<file path="src/rtl/spi_master.sv">
// SPI master, mode 0 (SCK idles low, data sampled on rising SCK, changed on
// falling SCK). One frame of WIDTH bits, MSB first, framed by an active-low
// slave select with DIV-cycle setup, hold and inter-frame gap phases.
module spi_master #(
   parameter int WIDTH = 32,
   parameter int DIV   = 8
) (
   input  logic             clk,
   input  logic             rst_n,
   input  logic             start,
   input  logic [WIDTH-1:0] tx_data,
   output logic             ready,
   output logic [WIDTH-1:0] rx_data,
   output logic             done,
   output logic             sck,
   output logic             ssel,
   output logic             mosi,
   input  logic             miso
);

   localparam int BW = $clog2(WIDTH + 1);

   typedef enum logic [2:0] {
      IDLE,
      SETUP,
      HIGH,
      LOW,
      HOLD,
      GAP
   } state_t;

   state_t             state_q, state_d;
   logic [7:0]         phase_q, phase_d;
   logic [BW-1:0]      bit_q, bit_d;
   logic [WIDTH-1:0]   tx_q, tx_d;
   logic [WIDTH-1:0]   rx_q, rx_d;
   logic [WIDTH-1:0]   rx_data_q, rx_data_d;
   logic               done_q, done_d;
   logic               sck_q, sck_d;
   logic               ssel_q, ssel_d;

   logic               phase_last;
   logic               last_bit;

   assign phase_last = (phase_q == 8'(DIV - 1));
   assign last_bit   = (bit_q == BW'(WIDTH - 1));

   // State and datapath registers; reset aborts any frame in flight.
   always_ff @(posedge clk or negedge rst_n) begin
      if (!rst_n) begin
         state_q   <= IDLE;
         phase_q   <= 8'd0;
         bit_q     <= '0;
         tx_q      <= '0;
         rx_q      <= '0;
         rx_data_q <= '0;
         done_q    <= 1'b0;
         sck_q     <= 1'b0;
         ssel_q    <= 1'b1;
      end else begin
         state_q   <= state_d;
         phase_q   <= phase_d;
         bit_q     <= bit_d;
         tx_q      <= tx_d;
         rx_q      <= rx_d;
         rx_data_q <= rx_data_d;
         done_q    <= done_d;
         sck_q     <= sck_d;
         ssel_q    <= ssel_d;
      end
   end

   // Next-state logic: each non-idle phase lasts DIV cycles of the phase counter.
   always_comb begin
      state_d   = state_q;
      phase_d   = phase_q + 8'd1;
      bit_d     = bit_q;
      tx_d      = tx_q;
      rx_d      = rx_q;
      rx_data_d = rx_data_q;
      done_d    = 1'b0;
      sck_d     = sck_q;
      ssel_d    = ssel_q;

      case (state_q)
         IDLE: begin
            phase_d = 8'd0;
            if (start) begin
               tx_d    = tx_data;
               bit_d   = '0;
               ssel_d  = 1'b0;
               // The accept cycle is counted as the first setup cycle so that
               // back-to-back frames repeat every 2*DIV*(WIDTH+1) cycles.
               phase_d = 8'd1;
               state_d = SETUP;
            end
         end
         SETUP: begin
            if (phase_last) begin
               phase_d = 8'd0;
               sck_d   = 1'b1;
               state_d = HIGH;
            end
         end
         HIGH: begin
            if (phase_last) begin
               phase_d = 8'd0;
               sck_d   = 1'b0;
               rx_d    = {rx_q[WIDTH-2:0], miso};
               bit_d   = bit_q + 1'b1;
               if (last_bit) begin
                  state_d = HOLD;
               end else begin
                  tx_d    = {tx_q[WIDTH-2:0], 1'b0};
                  state_d = LOW;
               end
            end
         end
         LOW: begin
            if (phase_last) begin
               phase_d = 8'd0;
               sck_d   = 1'b1;
               state_d = HIGH;
            end
         end
         HOLD: begin
            if (phase_last) begin
               phase_d   = 8'd0;
               ssel_d    = 1'b1;
               rx_data_d = rx_q;
               done_d    = 1'b1;
               state_d   = GAP;
            end
         end
         GAP: begin
            if (phase_last) begin
               phase_d = 8'd0;
               state_d = IDLE;
            end
         end
         default: begin
            phase_d = 8'd0;
            state_d = IDLE;
         end
      endcase
   end

   assign ready   = (state_q == IDLE);
   assign rx_data = rx_data_q;
   assign done    = done_q;
   assign sck     = sck_q;
   assign ssel    = ssel_q;
   // MOSI is only driven while the slave is selected for the data phases.
   assign mosi    = tx_q[WIDTH-1] &
                    ((state_q == SETUP) || (state_q == HIGH) ||
                     (state_q == LOW)   || (state_q == HOLD));

endmodule

</file>
<file path="config.mk">
export PLATFORM = sky130hd
export DESIGN_NAME = spi_master
export DESIGN_NICKNAME = d
export VERILOG_FILES = /design/src/rtl/spi_master.sv
export SDC_FILE = /design/constraint.sdc
export NUM_CORES = 1
export LEC_CHECK = 0
export CAP_MARGIN = 0
export CORE_MARGIN = 4
export CORE_UTILIZATION = 58
export DETAILED_ROUTE_END_ITERATION = 7
export PLACE_DENSITY_LB_ADDON = 0.15
export SYNTH_ARGS = -nofsm -noshare
export SYNTH_HDL_FRONTEND = slang
export SYNTH_SLANG_ARGS = --single-unit
</file>
<file path="constraint.sdc">
create_clock -name clk -period 5.6 [get_ports clk]
set_input_delay 1.12 -clock clk [delete_from_list [all_inputs] [get_ports clk]]
set_output_delay 1.12 -clock clk [all_outputs]
set_load 0.01 [all_outputs]
</file>
==> results of run 1 <==
==> stage by stage <==
stage	total power [mW]	hold slack, ns	instance area [µm²]
final	1.92	0.462	6270
after global routing	1.99	0.480	6270
after CTS	1.94	0.460	6270
after detailed placement	0.898	0.454	5690
after global placement	0.898	0.452	5690
after floorplan	0.856	0.442	4950
==> routing by layer <==
metal / track usage, % / vias up / part of all wire, %
met5: 0 / - / 0
met4: 6.63 / 0 / 0.69
met3: 6.95 / 6 / 4.8
met2: 35.3 / 69 / 50
met1: 28.3 / 1653 / 45
li1: - / 1566 / -
==> final timing paths <==
path | startpoint | to | cells past startpoint
max in group asynchronous | rst_n | rx_data[29]$_DFFE_PN0P_ | 2
min in group asynchronous | rst_n | tx_q[16]$_DFFE_PN0P_ | 1
min reg2reg | ssel$_DFFE_PN1P_ | ssel$_DFFE_PN1P_ | 2
max reg2reg | phase_q[0]$_DFF_PN0_ | tx_q[29]$_DFFE_PN0P_ | 6
max | state_q[2]$_DFFE_PN0P_ | mosi | 3
min | ssel$_DFFE_PN1P_ | ssel$_DFFE_PN1P_ | 2
==> worst reg2reg max path, cell delays in order, from the launching register on <==
cell and delay, ns:
dfrtp_1 0.41, ha_1 0.26, and3b_1 0.24, nand3_1 0.10
buf_4 0.28, o21ai_2 0.98, o221a_2 0.40
==> where the power goes <==
part	total [mW]	switching (mW)	internal, mW
sequential	0.841	0.000851	0.840
combinational	0.0417	0.0198	0.0218
clock	1.04	0.392	0.648
==> cells in the final DEF, fill, tap and decap left out, drive strengths merged, types with 3 or more instances in the layout <==
cell	n
dfrtp	115
nand2	106
clkdlybuf4s50	71
mux2	32
o221a	31
or2	31
clkbuf	18
nand3	15
o21ai	10
and3	7
xor2	6
nor2	6
clkinvlp	6
inv	5
a21oi	4
buf	4
and2	3
clkinv	3
==> cells by family (layout without fill, tap and decap cells) <==
group	count (synthesis)	count (layout)	share of synthesized area, %
buffers and inverters	24	109	2.81
adders and majority gates	2	2	0.506
AOI/OAI and AO/OA	54	54	10.1
xor gates and xnor gates	6	6	1.06
muxes	32	32	9.41
and+or+nand+nor	177	177	17.4
DFF	116	116	58.7
==> registers in the layout (all words and copies together) (netlist names) <==
| register | cells |
|---|---|
| done | 1 |
| rx_data | 32 |
| bit_q | 6 |
| ssel | 1 |
| rx_q | 32 |
| phase_q | 8 |
| tx_q | 32 |
| sck | 1 |
| state_q | 3 |
==> cell type report <==
cell class	count	area, µm²	area share [%]
repair buffers	75	741	11.8
well taps	105	131	2.10
flip-flops and latches	116	2900	46.3
clock inverters	14	154	2.46
clock buffers	18	428	6.83
multi-input cells	271	1900	30.4
inverters	2	7.51	0.120
==> summary.md, run 1 <==
| Metric | Value |
|---|---|
| Status | `completed` |
| FILL cells | `560` |
| EDFF count, synth | `0` |
| Max clock buf depth | `2` |
| Post-synth top cells | `dfrtp_1 (115), nand2_1 (106), o221a_2 (31), or2_2 (30), mux2_4 (28)` |
| Port Buf Inserts | `72` |
| Pwr per Cell Area | `307 nW/µm²` |
| Vias | `3294` |
| Drt pass-1 iters | `4` |
| Sequential share of the synthesized area | `58.7%` |
| RSZ-0062 raised after global routing | `no` |
| Placer Congestion | `0.754` |
| TritonCTS clock tree | `built` |
| Overall Global Routing Usage | `21.8%` |
| Area leader, netlist | `dfrtp_1` |
| MaxCap Viol Count | `0` |
| Worst Path Max Fanout | `11` |
| Wire length per cell | `16.8 µm` |
| Final Hold Viols | `0` |
| Vias per cell | `5.48` |
| CTS H-tree depth | `4` |
| Worst setup EP type | `output port` |
| WP data arrival | `2.07 ns` |
| Clock Sinks | `116` |
| Detailed placement HPWL | `6050 µm` |
| Leak | `3.05 nW` |
| Ant diodes | `0` |
| Cell row count | `33` |
| WP buf/inv | `1` |
| Slew headroom | `20.0%` |
| Die Span X | `100 µm` |
| Initial Utilization | `59.9%` |
| # resized after CTS | `0` |
| Worst setup margin | `2.41 ns` |
| Avg Inst Size Synth | `12.0 µm²` |
| Most common flop cell mapped by yosys | `dfrtp_1` |
| Clock Skew | `0.00816 ns` |
| Worst Setup Path Type | `register to output port` |
| Area growth from synthesis to layout | `26.7%` |
| Yosys reg bits | `116` |
| CP cell instances | `nor3_4, and3b_1, clkdlybuf4s50_1` |
| Clock transition at path regs | `0.06 ns` |
| Final setup fails | `0` |
| Syn. warnings | `0` |
| Slew @ Worst Pin | `1.20 ns` |
| Final #Nets | `521` |
| Cells after Synth | `411` |
| IO Pins | `73` |
| Final Util | `75.9%` |
| Worst Hold Class | `register to register` |
| Final ANT Viol Nets | `0` |
| First-pass GRT wire length | `16900 µm` |
| Sum Neg Setup Slack | `0 ns` |
| Post-CTS Hold Fix Bufs | `0` |
| Share of flip-flops with an asynchronous set or reset | `100%` |
| Worst-skew pair later-pin latency | `0.51 ns` |
| FMAX | `0.313 GHz` |
| Remaining Overflow, GRT | `0` |
| Largest delay share family, worst path | `simple AND/OR/NAND/NOR gates` |
| Synthesized Nets | `449` |
| Slowest CP cell | `dfrtp_1` |
| Placed cells | `569` |
| DRT Wirelength | `10100 µm` |
| Worst vdd ir | `184 µV` |
| Period minus WS final | `3.19 ns` |
| Tcrit/Tclk final | `57.0%` |
| Largest net degree at the start of global routing | `62` |
| DRC | `0` |
| First DRT Iteration DRCs | `214` |
| Post-synth cell types | `41` |
| Total core area | `8260 µm²` |
| Place WS | `2.15 ns` |
| Root buf cell | `clkbuf_8` |
| Top-area cell type share of the netlist area | `58.2%` |
| Most common cell in the netlist | `dfrtp_1` |
| Reg2reg setup slack | `2.87 ns` |
| # Post-CTS Setup Buffers | `0` |
| Worst EP required | `4.48 ns` |
| Main area contributors after synthesis | `dfrtp_1 (58%), mux2_4 (8.5%), nand2_1 (8.0%)` |
| CTS Buf Count | `17` |
| DIE HEIGHT | `100 µm` |
| Fin cells | `601` |
| Cell area after synthesis | `4950 µm²` |
| Slew Limit Fails | `0` |
| Worst setup SP type | `register` |
| Die area | `10100 µm²` |
| Vias in the first global route | `3360` |
| Share of cells above drive strength 1 | `27.8%` |
| Initial antenna violation count | `0` |
| Critical Path Max Stage Delay | `0.52 ns` |
Power figures use the tool's default switching activity.
==> run 2: changes to the inputs <==
--- a/config.mk
+++ b/config.mk
@@ -7,7 +7,7 @@
 export LEC_CHECK = 0
 export CAP_MARGIN = 0
 export CORE_MARGIN = 4
-export CORE_UTILIZATION = 58
+export CORE_UTILIZATION = 54
 export DETAILED_ROUTE_END_ITERATION = 7
 export PLACE_DENSITY_LB_ADDON = 0.15
 export SYNTH_ARGS = -nofsm -noshare
==> constraint.sdc (replaced) <==
create_clock -name clk -period 3 [get_ports clk]
set_input_delay 0.6 -clock clk [delete_from_list [all_inputs] [get_ports clk]]
set_output_delay 0.6 -clock clk [all_outputs]
set_load 0.01 [all_outputs]
==> summary.md, run 2 (synthesis gave the netlist of run 1 again) <==
| Metric | Value |
|---|---|
| Status | `completed` |
| Comb pwr share | `2.1%` |
| GRT Max-Usage Layer | `met2` |
| Reg-to-reg critical path endpoint | `tx_q[27]$_DFFE_PN0P_` |
| Clock transition at path regs | `0.06 ns` |
| CP cell instances | `nor3_4, and3b_1, clkdlybuf4s50_1` |
| Final instance area | `6310 µm²` |
| DRT Wirelength | `9980 µm` |
| # resized after CTS | `0` |
| Clock power frac | `55.0%` |
| Most frequent cells in the layout | `dfrtp_1 (115), nand2_1 (106), clkdlybuf4s50_1 (71)` |
| Detailed placement HPWL | `6070 µm` |
| CTS H-tree depth | `4` |
| Critical Path Max Stage Delay | `0.53 ns` |
| Root buf cell | `clkbuf_8` |
| DRC | `0` |
| Fin cells | `606` |
| Met2 Usage GRT | `31.0%` |
| Period minus WS final | `2.73 ns` |
| Die area | `10800 µm²` |
| Final #Nets | `523` |
| Pwr per Cell Area | `581 nW/µm²` |
| Global-route met1 utilization | `25.8%` |
| Leak | `3.08 nW` |
| Total core area | `8810 µm²` |
| Slew headroom | `20.3%` |
| Tcrit/Tclk final | `90.9%` |
| Overall Global Routing Usage | `19.9%` |
| IO Pins | `73` |
| MaxCap Viol Count | `0` |
| Worst Setup Path Type | `register to output port` |
| Post-CTS Hold Fix Bufs | `0` |
| Clock Skew | `0.0112 ns` |
| Vias per cell | `5.56` |
| Wire length per cell | `16.5 µm` |
| Port Buf Inserts | `72` |
| Slew @ Worst Pin | `1.20 ns` |
| Multi-input gate area | `1900 µm²` |
| FMAX | `0.367 GHz` |
| WP data arrival | `2.13 ns` |
| M3 GR Usage | `6.72%` |
| P_int | `2.88 mW` |
| TritonCTS clock tree | `built` |
| Post-Place Cell Area | `5720 µm²` |
| Ant diodes | `0` |
| WP buf/inv | `1` |
| Sum Neg Setup Slack | `0 ns` |
| Worst EP required | `2.40 ns` |
| Worst Path Max Fanout | `11` |
| Drt pass-1 iters | `4` |
| FILL cells | `625` |
| Place WS | `0.600 ns` |
| First-pass GRT wire length | `17200 µm` |
| Worst setup EP type | `output port` |
| Reg power frac | `42.8%` |
| Final Hold Viols | `0` |
| CTS Buf Count | `17` |
| Sw Ratio | `21.5%` |
| Initial Utilization | `56.2%` |
| Worst setup SP type | `register` |
| Clock Sinks | `116` |
| Die Span X | `104 µm` |
| Reg2reg setup slack | `0.58 ns` |
| Remaining Overflow, GRT | `0` |
| RSZ-0062 raised after global routing | `no` |
| Final ANT Viol Nets | `0` |
| Placed cells | `574` |
| Vias | `3368` |
| Final setup fails | `0` |
| Slew Limit Fails | `0` |
| First DRT Iteration DRCs | `197` |
| Largest net degree at the start of global routing | `71` |
| Area growth from synthesis to layout | `27.6%` |
| Initial antenna violation count | `0` |
| Placer Congestion | `0.837` |
| FF-to-FF path depth | `5` |
| Reg2reg start | `phase_q[0]$_DFF_PN0_` |
| Worst setup margin | `0.273 ns` |
| Worst Hold Class | `input pin to async pin` |
| P_sw | `0.787 mW` |
| Share of cells above drive strength 1 | `28.1%` |
| Max clock buf depth | `2` |
| Slowest CP cell | `dfrtp_1` |
| Worst-skew pair later-pin latency | `0.52 ns` |
| Largest delay share family, worst path | `simple AND/OR/NAND/NOR gates` |
| Register area | `2900 µm²` |
| # Post-CTS Setup Buffers | `0` |
| Vias in the first global route | `3420` |
| Worst vdd ir | `422 µV` |
| DIE HEIGHT | `104 µm` |
| Cell row count | `34` |
| Commonest non-fill, non-tap cell in the layout | `dfrtp_1` |
## run 2: changes by cell type in the layout (fill, tap and decap cells not counted)
cell / change
inv_6: -1
clkbuf_8: -1
clkinvlp_4: -1
bufinv_16: +1
buf_4: +1
clkinv_2: +1
clkinv_4: +1
buf_12: +1
## run 2: per-stage QoR
step	utilization (%)	hold slack (ns)	total power, mW
final	71.7	0.0793	3.67
after global placement	64.9	0.450	1.68
after floorplan	-	0.304	1.60
after detailed placement	64.9	0.455	1.68
after CTS	71.7	0.0968	3.70
after global routing	71.7	0.113	3.79
## run 2: area by class of cell
cell class	count	share of cell area [%]
clock buffers	17	6.56
clock inverters	15	2.87
inverters	2	0.119
multi-input cells	271	30.1
flip-flops and latches	116	46.0
well taps	108	2.14
repair buffers	77	12.2
## run 2: worst max path at each step
stage,slack [ns],cells after the start,from,to
after floorplan,1.23,6,phase_q[0]$_DFF_PN0_,rx_data[10]$_DFFE_PN0P_
after global placement,0.68,5,phase_q[0]$_DFF_PN0_,tx_q[20]$_DFFE_PN0P_
after detailed placement,0.60,5,phase_q[0]$_DFF_PN0_,tx_q[20]$_DFFE_PN0P_
after CTS,0.27,3,state_q[2]$_DFFE_PN0P_,mosi
after global routing,0.22,3,state_q[2]$_DFFE_PN0P_,mosi
final,0.27,3,state_q[2]$_DFFE_PN0P_,mosi
## run 2: routing by layer
layer,up-vias,routed length (µm)
li1,1575,-
met1,1701,4520
met2,80,4870
met3,12,454
met4,0,127
met5,-,0
## run 2: worst reg2reg max path, cell delays in order (launching register included)
cell	delay, ns
dfrtp_1	0.39
ha_1	0.24
and3b_1	0.24
nand3_1	0.13
o21ai_2	0.96
o221a_2	0.39
## run 2: power groups by stage
stage / combinational [mW] / sequential (mW) / clock [mW]
2_1_floorplan: 0.00170 / 1.60 / 0
3_3_place_gp: 0.0801 / 1.60 / 0
3_5_place_dp: 0.0819 / 1.60 / 0
4_1_cts: 0.0818 / 1.57 / 2.05
5_1_grt: 0.0894 / 1.57 / 2.13
6_report: 0.0783 / 1.57 / 2.02
